File: config.mk
export PLATFORM = sky130hd
export DESIGN_NAME = clkdiv_seq_ctrl
export DESIGN_NICKNAME = d
export VERILOG_FILES = /design/src/rtl/clkdiv_seq_ctrl.sv
export SDC_FILE = /design/constraint.sdc
export NUM_CORES = 1
export LEC_CHECK = 0
export ABC_CLOCK_PERIOD_IN_PS = 5510
export CAP_MARGIN = 0
export CORE_MARGIN = 2
export CORE_UTILIZATION = 56
export CTS_CLUSTER_DIAMETER = 150
export DETAILED_ROUTE_END_ITERATION = 12
export PLACE_DENSITY = 0.86
export SYNTH_ARGS = -nofsm -noshare
export SYNTH_HDL_FRONTEND = slang
export SYNTH_SLANG_ARGS = --single-unit
export TNS_END_PERCENT = 1
File: constraint.sdc
create_clock -name clk -period 5.51 [get_ports clk]
set_input_delay 0.551 -clock clk [delete_from_list [all_inputs] [get_ports clk]]
set_output_delay 0.551 -clock clk [all_outputs]
set_load 0.02 [all_outputs]
File: src/rtl/clkdiv_seq_ctrl.sv
// Run-time controller for a divide-by-N clock generator. Divisor updates arrive over a
// valid/ready handshake and take effect only at a period boundary, so there are no runt pulses.
module clkdiv_seq_ctrl #(
  parameter int unsigned WIDTH   = 8,
  parameter int unsigned DEF_DIV = 3
) (
  input  logic             clk,
  input  logic             rst,
  input  logic             en,
  input  logic             cfg_valid,
  input  logic [WIDTH-1:0] cfg_div,
  output logic             cfg_ready,
  output logic             cfg_err,
  output logic             clk_div,
  output logic             tick,
  output logic             busy,
  output logic [WIDTH-1:0] active_div
);

  typedef enum logic [1:0] {StIdle, StRun, StStop} state_e;

  state_e           state_q, state_d;
  logic [WIDTH-1:0] count_q, count_d;
  logic [WIDTH-1:0] active_q, active_d;
  logic [WIDTH-1:0] pend_div_q, pend_div_d;
  logic             pend_vld_q, pend_vld_d;
  logic             clk_div_q, clk_div_d;
  logic             tick_q, tick_d;
  logic             err_q, err_d;

  logic             period_end;
  logic             xfer;
  logic             load;
  logic             run_d;
  logic [WIDTH:0]   half_d;

  always_comb begin
    state_d    = state_q;
    count_d    = count_q;
    active_d   = active_q;
    pend_div_d = pend_div_q;
    pend_vld_d = pend_vld_q;
    load       = 1'b0;
    period_end = (count_q == active_q - WIDTH'(1));
    xfer       = cfg_valid & ~pend_vld_q;

    unique case (state_q)
      StIdle: begin
        count_d = '0;
        if (en) begin
          state_d = StRun;
          load    = pend_vld_q;
        end
      end
      StRun, StStop: begin
        // STOP behaves like RUN except that it ends the run at the next boundary
        if (period_end) begin
          count_d = '0;
          load    = pend_vld_q;
          state_d = en ? StRun : StIdle;
        end else begin
          count_d = count_q + WIDTH'(1);
          state_d = en ? StRun : StStop;
        end
      end
      default: begin
        state_d = StIdle;
        count_d = '0;
      end
    endcase

    if (load) begin
      active_d   = pend_div_q;
      pend_vld_d = 1'b0;
    end
    if (xfer && (cfg_div >= WIDTH'(2))) begin
      pend_div_d = cfg_div;
      pend_vld_d = 1'b1;
    end
    err_d = xfer && (cfg_div < WIDTH'(2));

    // One extra bit so that the maximum divisor does not wrap in (N+1)>>1
    run_d     = (state_d != StIdle);
    half_d    = ({1'b0, active_d} + (WIDTH+1)'(1)) >> 1;
    clk_div_d = run_d && ({1'b0, count_d} < half_d);
    tick_d    = run_d && (count_d == active_d - WIDTH'(1));
  end

  always_ff @(posedge clk or posedge rst) begin
    if (rst) begin
      state_q    <= StIdle;
      count_q    <= '0;
      active_q   <= WIDTH'(DEF_DIV);
      pend_div_q <= '0;
      pend_vld_q <= 1'b0;
      clk_div_q  <= 1'b0;
      tick_q     <= 1'b0;
      err_q      <= 1'b0;
    end else begin
      state_q    <= state_d;
      count_q    <= count_d;
      active_q   <= active_d;
      pend_div_q <= pend_div_d;
      pend_vld_q <= pend_vld_d;
      clk_div_q  <= clk_div_d;
      tick_q     <= tick_d;
      err_q      <= err_d;
    end
  end

  assign cfg_ready  = ~pend_vld_q;
  assign cfg_err    = err_q;
  assign clk_div    = clk_div_q;
  assign tick       = tick_q;
  assign busy       = (state_q != StIdle);
  assign active_div = active_q;

endmodule

Word-level counts from Yosys, hierarchy flattened
Cells that the tools add are included.
{ "classes": {"addsub": 4, "bitwise": 2, "muxes": 13, "reduce_logical": 9, "n_eq_ne": 4, "n_lt_le_gt_ge": 3} }
{ "op_table": {"columns": ["op", "n"], "rows": [
  ["8-bit 2-to-1 mux", 3],
  ["8-bit equality test", 2],
  ["8-bit by 1-bit subtractor with 8-bit output, second input constant", 2],
  ["8-bit by 1-bit adder with 9-bit output, second input constant", 1],
  ["8-bit by 1-bit adder with 8-bit output, second input constant", 1],
  ["8-bit by 2-bit >= comparator with 1-bit output, second input constant", 1],
  ["8-bit by 2-bit < comparator with 1-bit output, second input constant", 1],
  ["8-bit < comparator", 1],
  ["2-bit 2-to-1 mux", 3],
  ["2-bit nonzero test", 3],
  ["1-bit 2-to-1 mux", 5],
  ["1-bit logical AND", 4],
  ["2-bit case mux with 2 select lines", 1],
  ["2-bit by 1-bit equality test with 1-bit output, second input constant", 1],
  ["2-bit equality test, second input constant", 1],
  ["2-bit logical NOT", 1],
  ["1-bit case mux with 2 select lines", 1],
  ["2-bit OR reduction", 1],
  ["1-bit AND", 1],
  ["1-bit inverter", 1]
]} }
{ "totals": {"regBits": 30, "input_bits": 12, "elab_cells": 43, "out_inout_bits": 13} }

Logic depth before layout (Yosys ltp)
Gate-level depths: netlist (run 1).
{ "logic_depth": {"word_depth": 8, "ltp_mapped": 19, "depth_no_buf": 18} }

Worst setup path before layout (run 1)
OpenSTA, ideal clock, no wires.
{ "synth_path": {"path_type": "register -> register", "from": "register active_q[0], in the netlist active_div[0]", "to": "register tick_q, in the netlist tick", "path_buffers": 1, "stages_incl_launch_ff": 17, "t_required_ns": 5.399, "arrival_time_ns": 4.396, "path_slack_ns": 1.002, "path_cell_list": "dfstp_2 -> inv_1 -> ha_1 -> nor4b_1 -> or4_1 -> a31oi_2 -> o2111ai_1 -> a21oi_4 -> buf_4 -> mux2i_1 -> ha_1 -> nor3b_1 -> xnor2_1 -> a32oi_1 -> a2111oi_2 -> o21ai_1 -> a2111oi_2"} }
{ "synth_between": {"elab_chain_len": 8} }
{ "synth_lines": {"columns": ["element", "line_no", "source"], "rows": [
  ["start: declaration", "24", "logic [WIDTH-1:0] active_q, active_d;"],
  ["start signal: assignment", "93", "active_q <= WIDTH'(DEF_DIV);"],
  ["start signal: assignment", "102", "active_q <= active_d;"],
  ["8-bit by 1-bit subtractor with 8-bit output", "44", "period_end = (count_q == active_q - WIDTH'(1));"],
  ["8-bit equality test", "44", null],
  ["1-bit 2-to-1 mux", "57", "if (period_end) begin"],
  ["1-bit case mux with 2 select lines", "47", "unique case (state_q)"],
  ["8-bit 2-to-1 mux", "72", "if (load) begin"],
  ["8-bit by 1-bit subtractor with 8-bit output", "86", "tick_d = run_d && (count_d == active_d - WIDTH'(1));"],
  ["8-bit equality test", "86", null],
  ["1-bit logical AND *", "86", null],
  ["net tick_d", "28", "logic tick_q, tick_d;"],
  ["end signal: assignment", "106", "tick_q <= tick_d;"],
  ["end: declaration", "28", null]
]} }
Mark *: on every way through the listed nets, which the timed path passes. The rest lies on a longest branch.
A chain may end at the register's enable or synchronous reset.

Worst setup path after layout (run 1)
Same ends and word-level chain as after synthesis.

==> reports/results.ini, run 1 <==
[run_status]
status=completed

[logic_synthesis]
syn-instance-count=232
yosysUniqueCellTypes=49
yosysWarnings=0
syn-num-nets=257
async_reset_ff_frac=1.00
ys.flop_type=dfrtp_1
seq_area_frac_synth=0.343
synth_edf_count=0
syn_avg_cell_area_um2=9.47
yosys_register_bits=30
netlist_area_um2=2200

[place]
placed_cell_area_um2=2470
place.gp.congestion=0.910
dp_hpwl_um=3890
dp.cells=298
io_buffers=24
dp_slack_ns=0.929

[global_routing]
grt_pass1_wl_um=8110
grt_pass1_vias=1690
grt_max_degree=31
grt_usage=0.249
gr-total-overflow=0
antenna_found_initial=0

[timing]
fin_crit_sh=0.839
period_needed_ns=4.62
fin_ws_ns=0.888
hold_violations=0
worst_pin_slew_ns=0.610
drv_slew=0
max_freq_ghz=0.216
fin_tns_setup_ns=0
clock_skew_ns=0.00396
slew_headroom=0.592
rsz0062_at_grt=false
finalSetupViolations=0

[cells_and_area]
instances_no_fill=306
final_cell_mix=28 x dfrtp_1, 24 x xnor2_1, 24 x clkdlybuf4s50_1, 22 x inv_1, 16 x nor2_1
fin_nets=282
drive_above_1_share=0.120
syn2layout_area_growth_pct=16.7
diodes=0
layout_commonest_cell=dfrtp_1
ff_latch_area_um2=753
final_cell_area_um2=2560
multiInputGateArea_um2=1320
fillerInstances=277
finish.utilization=0.690

[critical_path]
path_max_fanout=7
startpoint=active_div[0]
crit_path_end_kind=register
reg2reg_from=active_div[0]
crit_type=reg2reg
critPathArrivalTime_ns=4.79
cp_data_required_time_ns=5.68
worstSetupStartpointType=register

[detailed_routing]
drc_errors=0
finalWirelength_um=4930
drt-initial-drc-count=119
drt_first_pass_iters=4
wl_per_cell_um=16.1
viasPerCell=5.62
drt.antenna.violating_nets=0
num_vias=1720

[power_and_ir_drop]
power_density_nw_per_um2=593
vdd_drop_max_mv=0.317
power.leakage_nw=1.07

[floorplanning]
dieArea_um2=4440
die_w_um=66.6
die_y_um=66.6
io-pin-count=25
start_util=0.591
fp-row-count=22
core_area_um2=3720

[clocking]
cts_max_path_buffers=2
cts_setup_buffers=0
cts.sinks=30
clk_latency_ns=0.28
cts.htree.levels=2
cts_hold_buf=0
clk_pin_slew_worst_paths_ns=0.07
cts.repair.resized=0
cts-root-buf=clkbuf_8
cts_tree=done
cts_buffers=5

[worst_hold_path]
hold_start=pend_vld_q
hp-class=reg2reg

[run]
drv_cap=0

metal layers:
| metal | GRT usage | vias up | part of all wire |
|---|---|---|---|
| met2 | 0.408 | 39 | 0.49 |
| li1 | - | 857 | - |
| met4 | 0.102 | 0 | 0.026 |
| met1 | 0.323 | 814 | 0.44 |
| met5 | 0 | - | 0 |
| met3 | 0.0456 | 10 | 0.049 |
synth_stat cells, types with 3 or more instances:
master	number	area share
dfrtp_1	28	0.32
mux2_2	6	0.031
a2111oi_2	3	0.020
nand3_1	12	0.027
clkbuf_1	5	0.0085
xor2_1	11	0.044
nor3b_1	4	0.014
nor2_1	16	0.027
xnor2_1	24	0.096
nand2b_1	5	0.014
o21ai_0	6	0.014
nand2_1	13	0.022
inv_1	22	0.038
a21oi_1	6	0.014
ha_1	13	0.074
nor3_1	5	0.011
and3_1	4	0.011
mux2i_1	8	0.036
worst paths after layout:
kind                       cells past startpoint            end  slack (ns)
hold reg to reg                                1        cfg_err        0.46
setup reg to reg                              15           tick        0.89
hold / removal                                 1        cfg_err        0.46
min in group asynchronous                      3        cfg_err        0.64
max in group asynchronous                      3  active_div[1]        4.55
setup / recovery                              15           tick        0.89
stage by stage:
| stage | total power [mW] | hold slack, ns |
|---|---|---|
| final | 1.52 | 0.465 |
| after detailed placement | 1.33 | 0.459 |
| after CTS | 1.52 | 0.466 |
| after global routing | 1.64 | 0.498 |
| after global placement | 1.31 | 0.454 |
| after floorplan | 1.10 | 0.429 |
final cells by class:
cell class                      count  area share
Timing Repair Buffer               26      0.0995
Tap cell                           48      0.0234
Clock inverter                      2     0.00488
Clock buffer                        6      0.0322
Inverter                           23      0.0337
Multi-Input combinational cell    171       0.513
Sequential cell                    30       0.294
flip-flops by register name (all words and copies together), names as in the netlist:
signal and count:
pend_div_q 8, clk_div 1, pend_vld_q 1, state_q 2
active_div 8, cfg_err 1, tick 1, count_q 8
report_power, final:
| group | switching [mW] | leakage (nW) | internal [mW] |
|---|---|---|---|
| sequential | 0.119 | 0.372 | 0.308 |
| combinational | 0.506 | 0.651 | 0.402 |
| clock | 0.0850 | 0.0472 | 0.100 |
critical path: stages, from the launching register on:
cell and delay, ns:
dfstp_2 0.60, inv_1 0.06, ha_1 0.24, nor4b_1 0.16, or4_1 0.50, a31oi_2 0.19, o2111ai_1 0.20, a21oi_4 0.20
mux2i_1 0.40, ha_1 0.29, nor3b_1 0.31, xnor2_1 0.21, a32oi_1 0.23, a2111oi_2 0.39, o21ai_1 0.12, a2111oi_2 0.39
logic make-up after synthesis:
family | share of synthesized area
and+or+nand+nor | 0.199
buffers and inverters | 0.0587
xor gates and xnor gates | 0.140
adders and majority gates | 0.0740
DFF | 0.343
muxes | 0.0672
AOI/OAI and AO/OA | 0.118
No activity file was read; power rests on OpenSTA's default activity.
==> inputs of run 2 (changes only) <==
--- a/config.mk
+++ b/config.mk
@@ -5,13 +5,13 @@
 export SDC_FILE = /design/constraint.sdc
 export NUM_CORES = 1
 export LEC_CHECK = 0
-export ABC_CLOCK_PERIOD_IN_PS = 5510
+export ABC_CLOCK_PERIOD_IN_PS = 4100
 export CAP_MARGIN = 0
 export CORE_MARGIN = 2
-export CORE_UTILIZATION = 56
+export CORE_UTILIZATION = 51
 export CTS_CLUSTER_DIAMETER = 150
 export DETAILED_ROUTE_END_ITERATION = 12
-export PLACE_DENSITY = 0.86
+export PLACE_DENSITY = 0.82
 export SYNTH_ARGS = -nofsm -noshare
 export SYNTH_HDL_FRONTEND = slang
 export SYNTH_SLANG_ARGS = --single-unit
==> constraint.sdc (replaced) <==
create_clock -name clk -period 4.1 [get_ports clk]
set_input_delay 0.41 -clock clk [delete_from_list [all_inputs] [get_ports clk]]
set_output_delay 0.41 -clock clk [all_outputs]
set_load 0.02 [all_outputs]
==> run 2 against run 1 <==
Effect of this change:
- combinational power up 83%
- non-clock buffer count increased by 19
- cell count grew 6.5%
- setup slack got worse by 0.87 ns
- wire length increased by 18%
- clock skew grew 0.0059 ns
- power is 60% higher
- via count grew 10%
- clock power up 21%
- core utilization is 0.63 points higher
- count of clock-buffer cells in the layout fell by 1
- critical endpoint unchanged
==> reports/results.ini, run 2 (synthesis results as in run 1) <==
[global_routing]
grt_pass1_vias=1865
grt_pass1_wl_um=9160
grt_usage=0.241
grt_max_degree=31
antenna_found_initial=0
gr-total-overflow=0

[run]
drv_cap=0

[cells_and_area]
final_cell_mix=27 x dfrtp_1, 24 x clkdlybuf4s50_1, 23 x xnor2_1, 21 x inv_1, 19 x buf_4
final_cell_area_um2=2850
layout_commonest_cell=dfrtp_1
finish.utilization=0.697
diodes=0
fin_nets=301
syn2layout_area_growth_pct=29.6
drive_above_1_share=0.246

[timing]
fin_crit_sh=0.997
rsz0062_at_grt=true
hold_violations=0
worst_pin_slew_ns=1.13
drv_slew=0
clock_skew_ns=0.00989
fin_ws_ns=0.0135
slew_headroom=0.246
period_needed_ns=4.09
finalSetupViolations=0
max_freq_ghz=0.245

[power_and_ir_drop]
seqPwrFrac=0.227
switchingPower_mw=1.14
power.leakage_nw=1.19
vdd_drop_max_mv=0.467
internal_power_mw=1.29
p_clk_frac=0.092
swShare=0.467
p_comb_frac=0.681
power_density_nw_per_um2=854
power_mw=2.43

[place]
place.gp.congestion=1.01
io_buffers=24
dp_slack_ns=-0.0814
dp_hpwl_um=4200
placed_cell_area_um2=2640

[critical_path]
worstSetupStartpointType=register
crit_path_end_kind=register
critPathArrivalTime_ns=4.27
cp_data_required_time_ns=4.28
path_max_fanout=3
crit_type=reg2reg

[clocking]
cts.sinks=30
cts_tree=done
cts.htree.levels=2
cts_max_path_buffers=2
cts_hold_buf=0
cts_buffers=5
clk_latency_ns=0.29
cts-root-buf=clkbuf_8
clk_pin_slew_worst_paths_ns=0.07

[detailed_routing]
drt.antenna.violating_nets=0
viasPerCell=5.82
num_vias=1896
drt-initial-drc-count=89
wl_per_cell_um=17.8
finalWirelength_um=5800
drt_first_pass_iters=4
drc_errors=0

[run_status]
status=completed

[floorplanning]
io-pin-count=25
fp-row-count=23
die_y_um=69.6
start_util=0.538
core_area_um2=4090
die_w_um=69.6
dieArea_um2=4850

[worst_hold_path]
hp-class=reg2reg

[run 2: final timing paths]
| check | startpoint | slack, ns | endpoint | cells past startpoint |
|---|---|---|---|---|
| setup / recovery | active_div[3] | 0.01 | tick | 14 |
| hold / removal | pend_vld_q | 0.46 | cfg_err | 1 |
| setup reg to reg | active_div[3] | 0.01 | tick | 14 |
| hold reg to reg | pend_vld_q | 0.46 | cfg_err | 1 |
| max in group asynchronous | rst | 2.60 | active_div[3] | 2 |
| min in group asynchronous | rst | 0.73 | pend_div_q[3] | 2 |
[run 2: timing repair]
action,CTS,global route
resized for setup,5,15
pin swaps,3,10
endpoints found under the hold margin,0,0
setup endpoints to repair,2,2
setup buffers,2,2
[run 2: area by class of cell]
type | count | area (µm²)
multi-input cells | 171 | 1460
flip-flops and latches | 30 | 754
fillers | 306 | 1240
well taps | 50 | 62.6
inverters | 23 | 86.3
clock buffers | 5 | 68.8
repair buffers | 45 | 405
clock inverters | 2 | 10.0
[run 2: per-stage QoR]
stage	hold slack, ns	cells	TNS (ns)
after floorplan	0.429	232	-0.196
final	0.460	326	0
after CTS	0.464	324	0
after global placement	0.466	315	-0.0294
after global routing	0.489	326	-0.229
after detailed placement	0.455	315	-0.113
[run 2: worst max-delay path: stages, from the launching register on]
cell and delay [ns]:
dfrtp_2 0.40, or4_4 0.54, or4_4 0.50, a31oi_4 0.19
o2111ai_2 0.15, a21oi_4 0.26, buf_6 0.14, mux2i_4 0.25
ha_4 0.17, nor3b_4 0.22, xnor2_2 0.17, a32oi_2 0.18
a2111oi_2 0.38, o21ai_1 0.11, a2111oi_2 0.31
[run 2: layer usage]
metal  global-route usage  vias up  share of wire
li1                     -      893              -
met1                0.324      931           0.44
met2                0.381       59           0.48
met3               0.0509       13          0.058
met4               0.0919        0          0.022
met5                    0        -              0
[run 2: power by group through the flow]
stage / logic (mW) / clock network, mW / registers [mW]
floorplan: 0.964 / 0 / 0.564
global placement: 1.41 / 0 / 0.542
detailed placement: 1.45 / 0 / 0.545
CTS: 1.50 / 0.227 / 0.542
global route: 1.79 / 0.239 / 0.564
finish: 1.66 / 0.223 / 0.552
